### config.mk
export PLATFORM = sky130hd
export DESIGN_NAME = fio_mem_dump_flat
export DESIGN_NICKNAME = d
export VERILOG_FILES = /design/src/rtl/fio_pkg.sv /design/src/rtl/fio_mem_dump_if.sv /design/src/rtl/fio_line_serializer.sv /design/src/rtl/fio_mem_dump.sv /design/src/flat_wrapper.sv
export SDC_FILE = /design/constraint.sdc
export NUM_CORES = 1
export LEC_CHECK = 0
export CELL_PAD_IN_SITES_DETAIL_PLACEMENT = 2
export CELL_PAD_IN_SITES_GLOBAL_PLACEMENT = 2
export CORE_MARGIN = 3
export CORE_UTILIZATION = 37
export CTS_BUF_LIST = sky130_fd_sc_hd__clkbuf_8
export DETAILED_ROUTE_END_ITERATION = 7
export GPL_ROUTABILITY_DRIVEN = 0
export HOLD_SLACK_MARGIN = 0.1
export PLACE_DENSITY = 0.93
export RECOVER_POWER = 50
export SKIP_LAST_GASP = 1
export SYNTH_ARGS = -nofsm -noshare
export SYNTH_HDL_FRONTEND = slang
export SYNTH_SLANG_ARGS = --single-unit
### constraint.sdc
create_clock -name clk -period 4.4 [get_ports clk]
set_input_delay 1.1 -clock clk [delete_from_list [all_inputs] [get_ports clk]]
set_output_delay 1.1 -clock clk [all_outputs]
set_load 0.02 [all_outputs]
### src/rtl/fio_pkg.sv
// -----------------------------------------------------------------------------
// fio_pkg
// Shared definitions for the FileIO read-back engine: FSM state encoding,
// default bus geometry and a helper that sizes the beat-index field.
// -----------------------------------------------------------------------------
package fio_pkg;

  typedef enum logic [1:0] {
    ST_IDLE = 2'd0,
    ST_READ = 2'd1,
    ST_SEND = 2'd2,
    ST_DONE = 2'd3
  } state_t;

  localparam int LINE_W_DEF = 256;
  localparam int BEAT_W_DEF = 32;
  localparam int ADDR_W_DEF = 8;
  localparam int BEATS_DEF  = LINE_W_DEF / BEAT_W_DEF;

  // Width of a beat-index field; a one-beat line still gets a 1-bit field.
  function automatic int idx_w(input int beats);
    return (beats > 1) ? $clog2(beats) : 1;
  endfunction

endpackage

### src/rtl/fio_mem_dump_if.sv
// -----------------------------------------------------------------------------
// fio_mem_dump_if
// Beat stream from the dump engine toward the host FileIO link.
//   valid/ready : handshake, a beat transfers on an edge with both high
//   data        : BEAT_W-bit beat
//   addr        : memory line the beat came from
//   beat        : beat index inside the line (0 = least significant word)
//   last        : final beat of the final line
// master = dump engine, slave = host link.
// -----------------------------------------------------------------------------
interface fio_mem_dump_if #(
  parameter int ADDR_W = fio_pkg::ADDR_W_DEF,
  parameter int BEAT_W = fio_pkg::BEAT_W_DEF,
  parameter int IDX_W  = fio_pkg::idx_w(fio_pkg::BEATS_DEF)
);
  logic              valid;
  logic              ready;
  logic [BEAT_W-1:0] data;
  logic [ADDR_W-1:0] addr;
  logic [IDX_W-1:0]  beat;
  logic              last;

  modport master (output valid, data, addr, beat, last, input ready);
  modport slave  (input valid, data, addr, beat, last, output ready);
endinterface

### src/rtl/fio_line_serializer.sv
// -----------------------------------------------------------------------------
// fio_line_serializer
// Holds one captured memory line and presents it as a sequence of beats.
// Ports:
//   clk, rst      : clock, asynchronous active-low reset
//   clear         : synchronous abort, empties the buffer
//   load          : capture line, restart at beat 0 and raise valid
//   line          : line data to capture
//   ready         : downstream accepts the current beat
//   last_line     : the held line is the final one of the sweep
//   valid/data/beat/last : current beat
//   line_done     : handshake on the final beat of the line (this cycle)
// -----------------------------------------------------------------------------
module fio_line_serializer
  import fio_pkg::*;
#(
  parameter int LINE_W = LINE_W_DEF,
  parameter int BEAT_W = BEAT_W_DEF,
  parameter int BEATS  = LINE_W / BEAT_W,
  parameter int IDX_W  = idx_w(BEATS)
) (
  input  logic              clk,
  input  logic              rst,
  input  logic              clear,
  input  logic              load,
  input  logic [LINE_W-1:0] line,
  input  logic              ready,
  input  logic              last_line,
  output logic              valid,
  output logic [BEAT_W-1:0] data,
  output logic [IDX_W-1:0]  beat,
  output logic              last,
  output logic              line_done
);

  localparam logic [IDX_W-1:0] LAST_BEAT = IDX_W'(BEATS - 1);

  logic [LINE_W-1:0] line_reg;
  logic [IDX_W-1:0]  beat_reg;
  logic              valid_reg;
  logic [BEAT_W-1:0] beat_words [BEATS];
  logic              final_beat;

  // Slice the buffer into beat-sized words; beat 0 is the low word.
  for (genvar gi = 0; gi < BEATS; gi++) begin : g_slice
    assign beat_words[gi] = line_reg[gi*BEAT_W +: BEAT_W];
  end

  assign final_beat = (beat_reg == LAST_BEAT);

  always_ff @(posedge clk or negedge rst) begin
    if (!rst) begin
      line_reg  <= '0;
      beat_reg  <= '0;
      valid_reg <= 1'b0;
    end else if (clear) begin
      line_reg  <= '0;
      beat_reg  <= '0;
      valid_reg <= 1'b0;
    end else if (load) begin
      line_reg  <= line;
      beat_reg  <= '0;
      valid_reg <= 1'b1;
    end else if (valid_reg && ready) begin
      // Fields only move on a handshake, so a stalled beat stays put.
      if (final_beat) begin
        beat_reg  <= '0;
        valid_reg <= 1'b0;
      end else begin
        beat_reg <= beat_reg + 1'b1;
      end
    end
  end

  assign valid     = valid_reg;
  assign data      = valid_reg ? beat_words[beat_reg] : '0;
  assign beat      = beat_reg;
  assign last      = valid_reg && last_line && final_beat;
  assign line_done = valid_reg && ready && final_beat;

endmodule

### src/rtl/fio_mem_dump.sv
// -----------------------------------------------------------------------------
// fio_mem_dump
// FileIO read-back engine. Once start is seen it walks memory lines
// 0..DEPTH-1 through the FIO read port, waits RD_LAT cycles per line for the
// read data, captures it and streams it out as LINE_W/BEAT_W beats.
// Ports:
//   clk, rst       : clock, asynchronous active-low reset
//   start          : level request; a new dump needs start to fall and rise
//   clear          : synchronous abort back to IDLE
//   fio_memwrite   : write enable to the FIO port, tied low (read-only block)
//   fio_addr       : line address being read
//   fio_read_data  : memory read data, valid RD_LAT cycles after fio_addr
//   busy           : engine owns the FIO port (READ/SEND)
//   done           : sweep complete
//   stream         : beat stream toward the host (master side)
// -----------------------------------------------------------------------------
module fio_mem_dump
  import fio_pkg::*;
#(
  parameter int DEPTH  = 256,
  parameter int ADDR_W = ADDR_W_DEF,
  parameter int LINE_W = LINE_W_DEF,
  parameter int BEAT_W = BEAT_W_DEF,
  parameter int RD_LAT = 2
) (
  input  logic              clk,
  input  logic              rst,
  input  logic              start,
  input  logic              clear,
  output logic              fio_memwrite,
  output logic [ADDR_W-1:0] fio_addr,
  input  logic [LINE_W-1:0] fio_read_data,
  output logic              busy,
  output logic              done,
  fio_mem_dump_if.master    stream
);

  localparam int BEATS  = LINE_W / BEAT_W;
  localparam int IDX_W  = idx_w(BEATS);
  localparam int WAIT_W = $clog2(RD_LAT + 1);

  localparam logic [ADDR_W-1:0] LAST_ADDR = ADDR_W'(DEPTH - 1);
  localparam logic [WAIT_W-1:0] WAIT_LAST = WAIT_W'(RD_LAT - 1);

  state_t            state_reg;
  logic [ADDR_W-1:0] addr_reg;
  logic [WAIT_W-1:0] wait_reg;
  logic              busy_reg;
  logic              done_reg;

  logic              load;
  logic              line_done;
  logic              last_line;

  // The RD_LAT-th edge spent in READ is the capture edge.
  assign load      = (state_reg == ST_READ) && (wait_reg == WAIT_LAST);
  assign last_line = (addr_reg == LAST_ADDR);

  always_ff @(posedge clk or negedge rst) begin
    if (!rst) begin
      state_reg <= ST_IDLE;
      addr_reg  <= '0;
      wait_reg  <= '0;
      busy_reg  <= 1'b0;
      done_reg  <= 1'b0;
    end else if (clear) begin
      state_reg <= ST_IDLE;
      addr_reg  <= '0;
      wait_reg  <= '0;
      busy_reg  <= 1'b0;
      done_reg  <= 1'b0;
    end else begin
      case (state_reg)
        ST_IDLE: begin
          if (start) begin
            state_reg <= ST_READ;
            addr_reg  <= '0;
            wait_reg  <= '0;
            busy_reg  <= 1'b1;
          end
        end
        ST_READ: begin
          if (load) begin
            state_reg <= ST_SEND;
            wait_reg  <= '0;
          end else begin
            wait_reg <= wait_reg + 1'b1;
          end
        end
        ST_SEND: begin
          if (line_done) begin
            if (last_line) begin
              state_reg <= ST_DONE;
              busy_reg  <= 1'b0;
              done_reg  <= 1'b1;
            end else begin
              // Address only moves on READ entry; it never wraps past DEPTH-1.
              state_reg <= ST_READ;
              addr_reg  <= addr_reg + 1'b1;
              wait_reg  <= '0;
            end
          end
        end
        ST_DONE: begin
          // Stay parked until start drops so one request yields one dump.
          if (!start) begin
            state_reg <= ST_IDLE;
            done_reg  <= 1'b0;
          end
        end
        default: state_reg <= ST_IDLE;
      endcase
    end
  end

  fio_line_serializer #(
    .LINE_W (LINE_W),
    .BEAT_W (BEAT_W),
    .BEATS  (BEATS),
    .IDX_W  (IDX_W)
  ) u_ser (
    .clk       (clk),
    .rst       (rst),
    .clear     (clear),
    .load      (load),
    .line      (fio_read_data),
    .ready     (stream.ready),
    .last_line (last_line),
    .valid     (stream.valid),
    .data      (stream.data),
    .beat      (stream.beat),
    .last      (stream.last),
    .line_done (line_done)
  );

  assign stream.addr  = addr_reg;
  assign fio_addr     = addr_reg;
  assign fio_memwrite = 1'b0;
  assign busy         = busy_reg;
  assign done         = done_reg;

endmodule

### src/flat_wrapper.sv
// flat-port wrapper written by rule: the top's interface ports become plain ports
module fio_mem_dump_flat import fio_pkg::*;
#(
  parameter int DEPTH  = 256,
  parameter int ADDR_W = ADDR_W_DEF,
  parameter int LINE_W = LINE_W_DEF,
  parameter int BEAT_W = BEAT_W_DEF,
  parameter int RD_LAT = 2
)
  (clk, rst, start, clear, fio_memwrite, fio_addr, fio_read_data, busy, done, stream_valid, stream_data, stream_addr, stream_beat, stream_last, stream_ready);
  fio_mem_dump_if #(.ADDR_W(ADDR_W), .BEAT_W(BEAT_W), .IDX_W(3)) stream_i ();
  input  logic clk;
  input  logic rst;
  input  logic start;
  input  logic clear;
  output logic fio_memwrite;
  output logic [ADDR_W-1:0] fio_addr;
  input  logic [LINE_W-1:0] fio_read_data;
  output logic busy;
  output logic done;
  output wire logic [$bits(stream_i.valid)-1:0] stream_valid;
  output wire logic [$bits(stream_i.data)-1:0] stream_data;
  output wire logic [$bits(stream_i.addr)-1:0] stream_addr;
  output wire logic [$bits(stream_i.beat)-1:0] stream_beat;
  output wire logic [$bits(stream_i.last)-1:0] stream_last;
  input wire logic [$bits(stream_i.ready)-1:0] stream_ready;
  assign stream_valid = stream_i.valid;
  assign stream_data = stream_i.data;
  assign stream_addr = stream_i.addr;
  assign stream_beat = stream_i.beat;
  assign stream_last = stream_i.last;
  assign stream_i.ready = stream_ready;
  fio_mem_dump #(.DEPTH(DEPTH), .ADDR_W(ADDR_W), .LINE_W(LINE_W), .BEAT_W(BEAT_W), .RD_LAT(RD_LAT)) u_core (.clk(clk), .rst(rst), .start(start), .clear(clear), .fio_memwrite(fio_memwrite), .fio_addr(fio_addr), .fio_read_data(fio_read_data), .busy(busy), .done(done), .stream(stream_i));
endmodule
After elaboration in Yosys (flattened, before gate mapping):

Index checks and enable logic that the tools add are counted.

* shift-type cells: 0
* $mul: 0
* add/sub/neg operators: 3
* multiplexer cells: 42
* bitwise gates (word level): 1
* div/mod/pow operators: 0
* eq/ne operators: 12
* $lt $le $gt $ge: 1
* reduce and logical (&&, ||, !) cells: 18

Operators by type and width (count)
* 256-bit 2-to-1 mux: 2
* 32-bit binary-select mux with 3-bit select: 1
* 32-bit 2-to-1 mux: 3
* 8-bit 2-to-1 mux: 4
* 2-bit 2-to-1 mux: 11
* 4-bit AND reduction: 5
* 8-bit case mux with 2 select lines: 1
* 1-bit 2-to-1 mux: 12
* 3-bit 2-to-1 mux: 4
* 3-bit != test (second input constant): 4
* 3-bit nonzero test: 4
* 8-bit by 1-bit adder with 8-bit output (second input constant): 1
* 8-bit == test (second input constant): 1
* 2-bit case mux with 4 select lines: 1
* 3-bit by 2-bit != test with 1-bit output (second input constant): 2
* 2-bit case mux with 3 select lines: 1
* 1-bit logical AND: 5
* 2-bit by 1-bit == test with 1-bit output (second input constant): 2
* 2-bit == test (second input constant): 2
* 4-bit >= comparator (second input constant): 1
* 3-bit NOT with 4-bit output: 1
* 1-bit case mux with 2 select lines: 2
* 4-bit nonzero test: 1
* 3-bit by 1-bit adder with 3-bit output (second input constant): 1
* 5 further kinds: 5

* memory bits (writable): 0
* ROM bits: 0
* memories kept: 0
* bits in latches: 0
* input bits: 261
* flip-flop bits (word level): 274
* word-level logic and storage cells: 85

Logic depth before layout (Yosys ltp):

* depth in word-level cells: 5
* depth in mapped cells: 8
* gate-level depth less buffers: 6

By module:

Synthesis repeated with hierarchy kept, for this count alone.

* cells, all modules: 1174
* area total of the unflattened synthesis: 13740.7 um^2

Modules (own cells, without submodules)
* fio_line_serializer: sequential area each 6506.2 um^2, cells each 1069, times used 1, area an instance 12817.3 um^2
* fio_mem_dump: sequential area each 350.3 um^2, cells each 105, times used 1, area an instance 923.4 um^2

Least setup slack after synthesis:

Ideal clock, no wire load.

* path type: register to output
* from: register u_core.u_ser.beat_reg[0] (netlist: u_core.u_ser.beat[0])
* to: output port stream_data[25]
* cell stages (with the launch flop): 6
* path buffers: 2
* arrival: 1768 ps
* data required time: 3300 ps
* slack: 1532 ps
* path through: dfrtp_1 -> buf_2 -> buf_4 -> mux4_2 -> mux2i_1 -> nor2b_1

* longest elaborated chain between the ends: 5

Ends and longest elaborated chain
* from (decl): line fio_line_serializer.sv:39 `logic [IDX_W-1:0] beat_reg;`
* from (signal assigned): line fio_line_serializer.sv:70 `beat_reg <= beat_reg + 1'b1;`
* 3-bit NOT with 4-bit output (not written as such): line fio_line_serializer.sv:76 `assign data = valid_reg ? beat_words[beat_reg] : '0;`
* 32-bit binary-select mux with 3-bit select: line fio_line_serializer.sv:76
* 32-bit 2-to-1 mux (not written as such) (2 in series): line fio_line_serializer.sv:76
* 32-bit 2-to-1 mux: line fio_line_serializer.sv:76
* to (decl): line flat_wrapper.sv:22 `output wire logic [$bits(stream_i.data)-1:0] stream_data;`

No other way between the ends. The select of a mux whose other input is x is not followed.

Worst setup path after layout:

* from: register u_core.u_ser.beat_reg[0] (netlist: u_core.u_ser.beat[0])
* to: output port stream_data[12]

Same word-level chain as after synthesis.

==> reports/metrics.yaml <==
worst_slew_pin_slew_ns: 2.469
area_delta_synth_final_pct: 34.85
synth_edf_count: 0
htreeDepth: 2
worst_slack_ns: 0.4492
min_path_type: "reg -> reg"
drv_slew: 133
cts.hold.buffers_added: 0
cts-root-buf: "clkbuf_8"
hp-start: "u_core.u_ser.line_reg[95]"
peakVddDrop_v: 0.0001800
holdPathStages: 1
synth_area_um2: 12230
synthTopCellsByArea: "dfrtp_1 (56%), a22o_1 (18%), mux4_2 (12%)"
clkLatencyLatePin_ns: 0.57
yosysTopAreaCell: "dfrtp_1"
crit_fanout: 38
synthesis.instances: 839
synth_flop_cell: "dfrtp_1"
path_depth: 5
portBuffers: 315
synth_simple_gate_area_share_pct: 3.787
drive_gt1_share_pct: 12.82
endpoint: "stream_data[12]"
hold_viol_final: 0
nets: 1398
cts-buffers-inserted: 49
dpl.hpwl_um: 30430
grt_use_total_pct: 25.86
reg2reg_depth: 5
fillers: 3042
synth_top_family_by_area: "compound AO/OA/AOI/OAI gates"
yosysSeqAreaShare_pct: 56.08
synth_top_area_share_pct: 56.08
synth_compound_area_share_pct: 20.34
final.setup.tns_ns: 0
dieArea_um2: 35260
cp_cell_sequence: "buf_12 > mux4_2 > mux2i_1 > nor2b_1 > clkdlybuf4s50_1"
die_w_um: 187.8
yosysWarnings: 0
synthXorXnorAreaFrac_pct: 0
grt_overflow: 0
highest_layer: "met5"
grt_start_max_net_pins: 128
drv_cap: 3
rows: 65
wl_met2_um: 24320
wl_met1_um: 17330
largest_register_ffs: 256
synth_fa_ha_area_share_pct: 0.3070
num_vias: 9231
slew_headroom_pct: -64.87
dieHeight_um: 187.8
ant_nets: 0
cp-start-kind: "register"
power_density_nw_per_um2: 327.7
clockBufferDepth: 3
synthesis.nets: 1103
fin_crit_ns: 3.951
cts_tree: "yes"
p_total_uw: 5402
grt_pass1_wl_um: 70170
cp_data_required_time_ns: 3.30
drt-pass1-iter-count: 5
fp.coreArea_um2: 32040
regArea_um2: 6865
placed_area_um2: 15660
cts_setup_buffers: 0
finClkSkew_ns: 0.02323
violations: "max-capacitance violations, max-slew violations"
wl_um: 45750
ctsResizeCount: 0
cp-end-kind: "output port"
critPathLaunch: "u_core.u_ser.beat[0]"
fin_crit_sh_pct: 89.79
synth_seq_cells: 274
grt_pass1_vias: 10810
yosys.cell_types.count: 48
clk_pin_slew_worst_paths_ns: 0.05
muxShareOfSynthArea_pct: 14.50
worst-setup-path-type: "reg -> out"
antenna_found_initial: 6
worstPathArrival_ns: 2.85
dp_slack_ns: 1.078
total_leakage_power_uw: 0.007089
r2r-start: "u_core.state_reg[1]"
start_util_pct: 38.15
route.detailed.drc: 0
fin_area_um2: 16490
critPathBufInv: 2
avgSynthCellArea_um2: 14.57
status: "finished, violations left"
clock-sinks: 274
timing.rr.end: "u_core.u_ser.line_reg[176]"
wl_per_cell_um: 28.59
finalSetupViolations: 0
cp_slowest_stage_delay_ns: 0.62
cpMaxStageDelayCell: "mux4_2"
synth-async-reset-ratio_pct: 100.0
drt_iter0_drc: 558
fmax_mhz: 253.1
multi_input_area_um2: 4752
cp_top_family: "buffers and inverters"
io-pin-count: 317
rsz0062_at_grt: "no"
wl_met3_um: 2782
viasPerCell: 5.769
rrSetupSlack_ns: 1.30
## worst reg2reg max path: cells and delay by family, from the launching register on
family / cells / cell delay, ns
AO/OA/AOI/OAI: 2 / 1.73
buffers and inverters: 1 / 0.52
flip-flops: 1 / 0.51
AND/OR/NAND/NOR: 2 / 0.27
## cells in the final DEF (no fill, tap or decap), types with 4 or more instances in the layout
| cell type | instances |
|---|---|
| clkdlybuf4s50_1 | 312 |
| dfrtp_1 | 271 |
| a22o_1 | 258 |
| mux4_2 | 64 |
| clkbuf_8 | 55 |
| nor2b_1 | 33 |
| mux2i_1 | 32 |
| inv_1 | 24 |
| a21oi_1 | 13 |
| nand2_1 | 12 |
| buf_12 | 10 |
| nor2_1 | 8 |
| buf_4 | 6 |
| o21ai_0 | 5 |
| nand3_1 | 4 |
| and3_1 | 4 |
## power breakdown
group | total (uW) | leakage (uW) | internal [uW] | switching (uW)
Clock | 2230 | 0.000527 | 1180 | 1050
Sequential | 2630 | 0.00380 | 2580 | 47.8
Combinational | 541 | 0.00276 | 300 | 241
## cells by family after synthesis
| family | Yosys count |
|---|---|
| AOI/OAI and AO/OA | 291 |
| adders and majority gates | 3 |
| buffers and inverters | 94 |
| DFF | 274 |
| muxes | 97 |
| other | 1 |
| and+or+nand+nor | 79 |
## routing by layer
layer,track usage (%),vias to the layer above
li1,-,3872
met1,30.66,4936
met2,46.25,334
met3,6.693,83
met4,7.619,6
met5,0,-
## worst min path at each step
stage,slack (ns),end
global placement,0.48,u_core.u_ser.line_reg[78]
detailed placement,0.49,u_core.u_ser.line_reg[21]
CTS,0.51,u_core.u_ser.line_reg[126]
finish,0.50,u_core.u_ser.line_reg[95]
floorplan,0.47,u_core.u_ser.line_reg[192]
global route,0.53,u_core.u_ser.line_reg[37]
## per-stage QoR
step	hold slack, ns	util, %	instances
floorplan	0.4674	-	839
global placement	0.4819	48.87	1518
detailed placement	0.4907	48.87	1518
CTS	0.5069	51.60	1597
global route	0.5292	51.44	1599
finish	0.5013	51.45	1600
## cells in the mapped netlist (2+ instances only)
cell type / n
ha_1: 3
clkbuf_1: 12
buf_4: 29
a21oi_1: 12
buf_2: 37
a22o_1: 258
inv_1: 2
nand3_1: 4
mux2i_1: 32
and4_1: 2
mux4_2: 64
o21ai_0: 5
nor2_1: 8
buf_1: 2
nand2_1: 12
buf_8: 2
dfrtp_1: 274
buf_6: 10
nor3_1: 3
nand2b_1: 3
and3_1: 5
a41oi_1: 2
nor2b_1: 33
## area by class of cell
cell class / count / share of cell area, %
Inverter: 2 / 0.04554
Sequential cell: 274 / 41.64
Multi-Input combinational cell: 471 / 28.83
Tap cell: 435 / 3.301
Antenna cell: 3 / 0.04554
Clock inverter: 24 / 0.7286
Timing Repair Buffer: 336 / 20.82
Clock buffer: 55 / 4.592
Power figures use the tool's default switching activity.
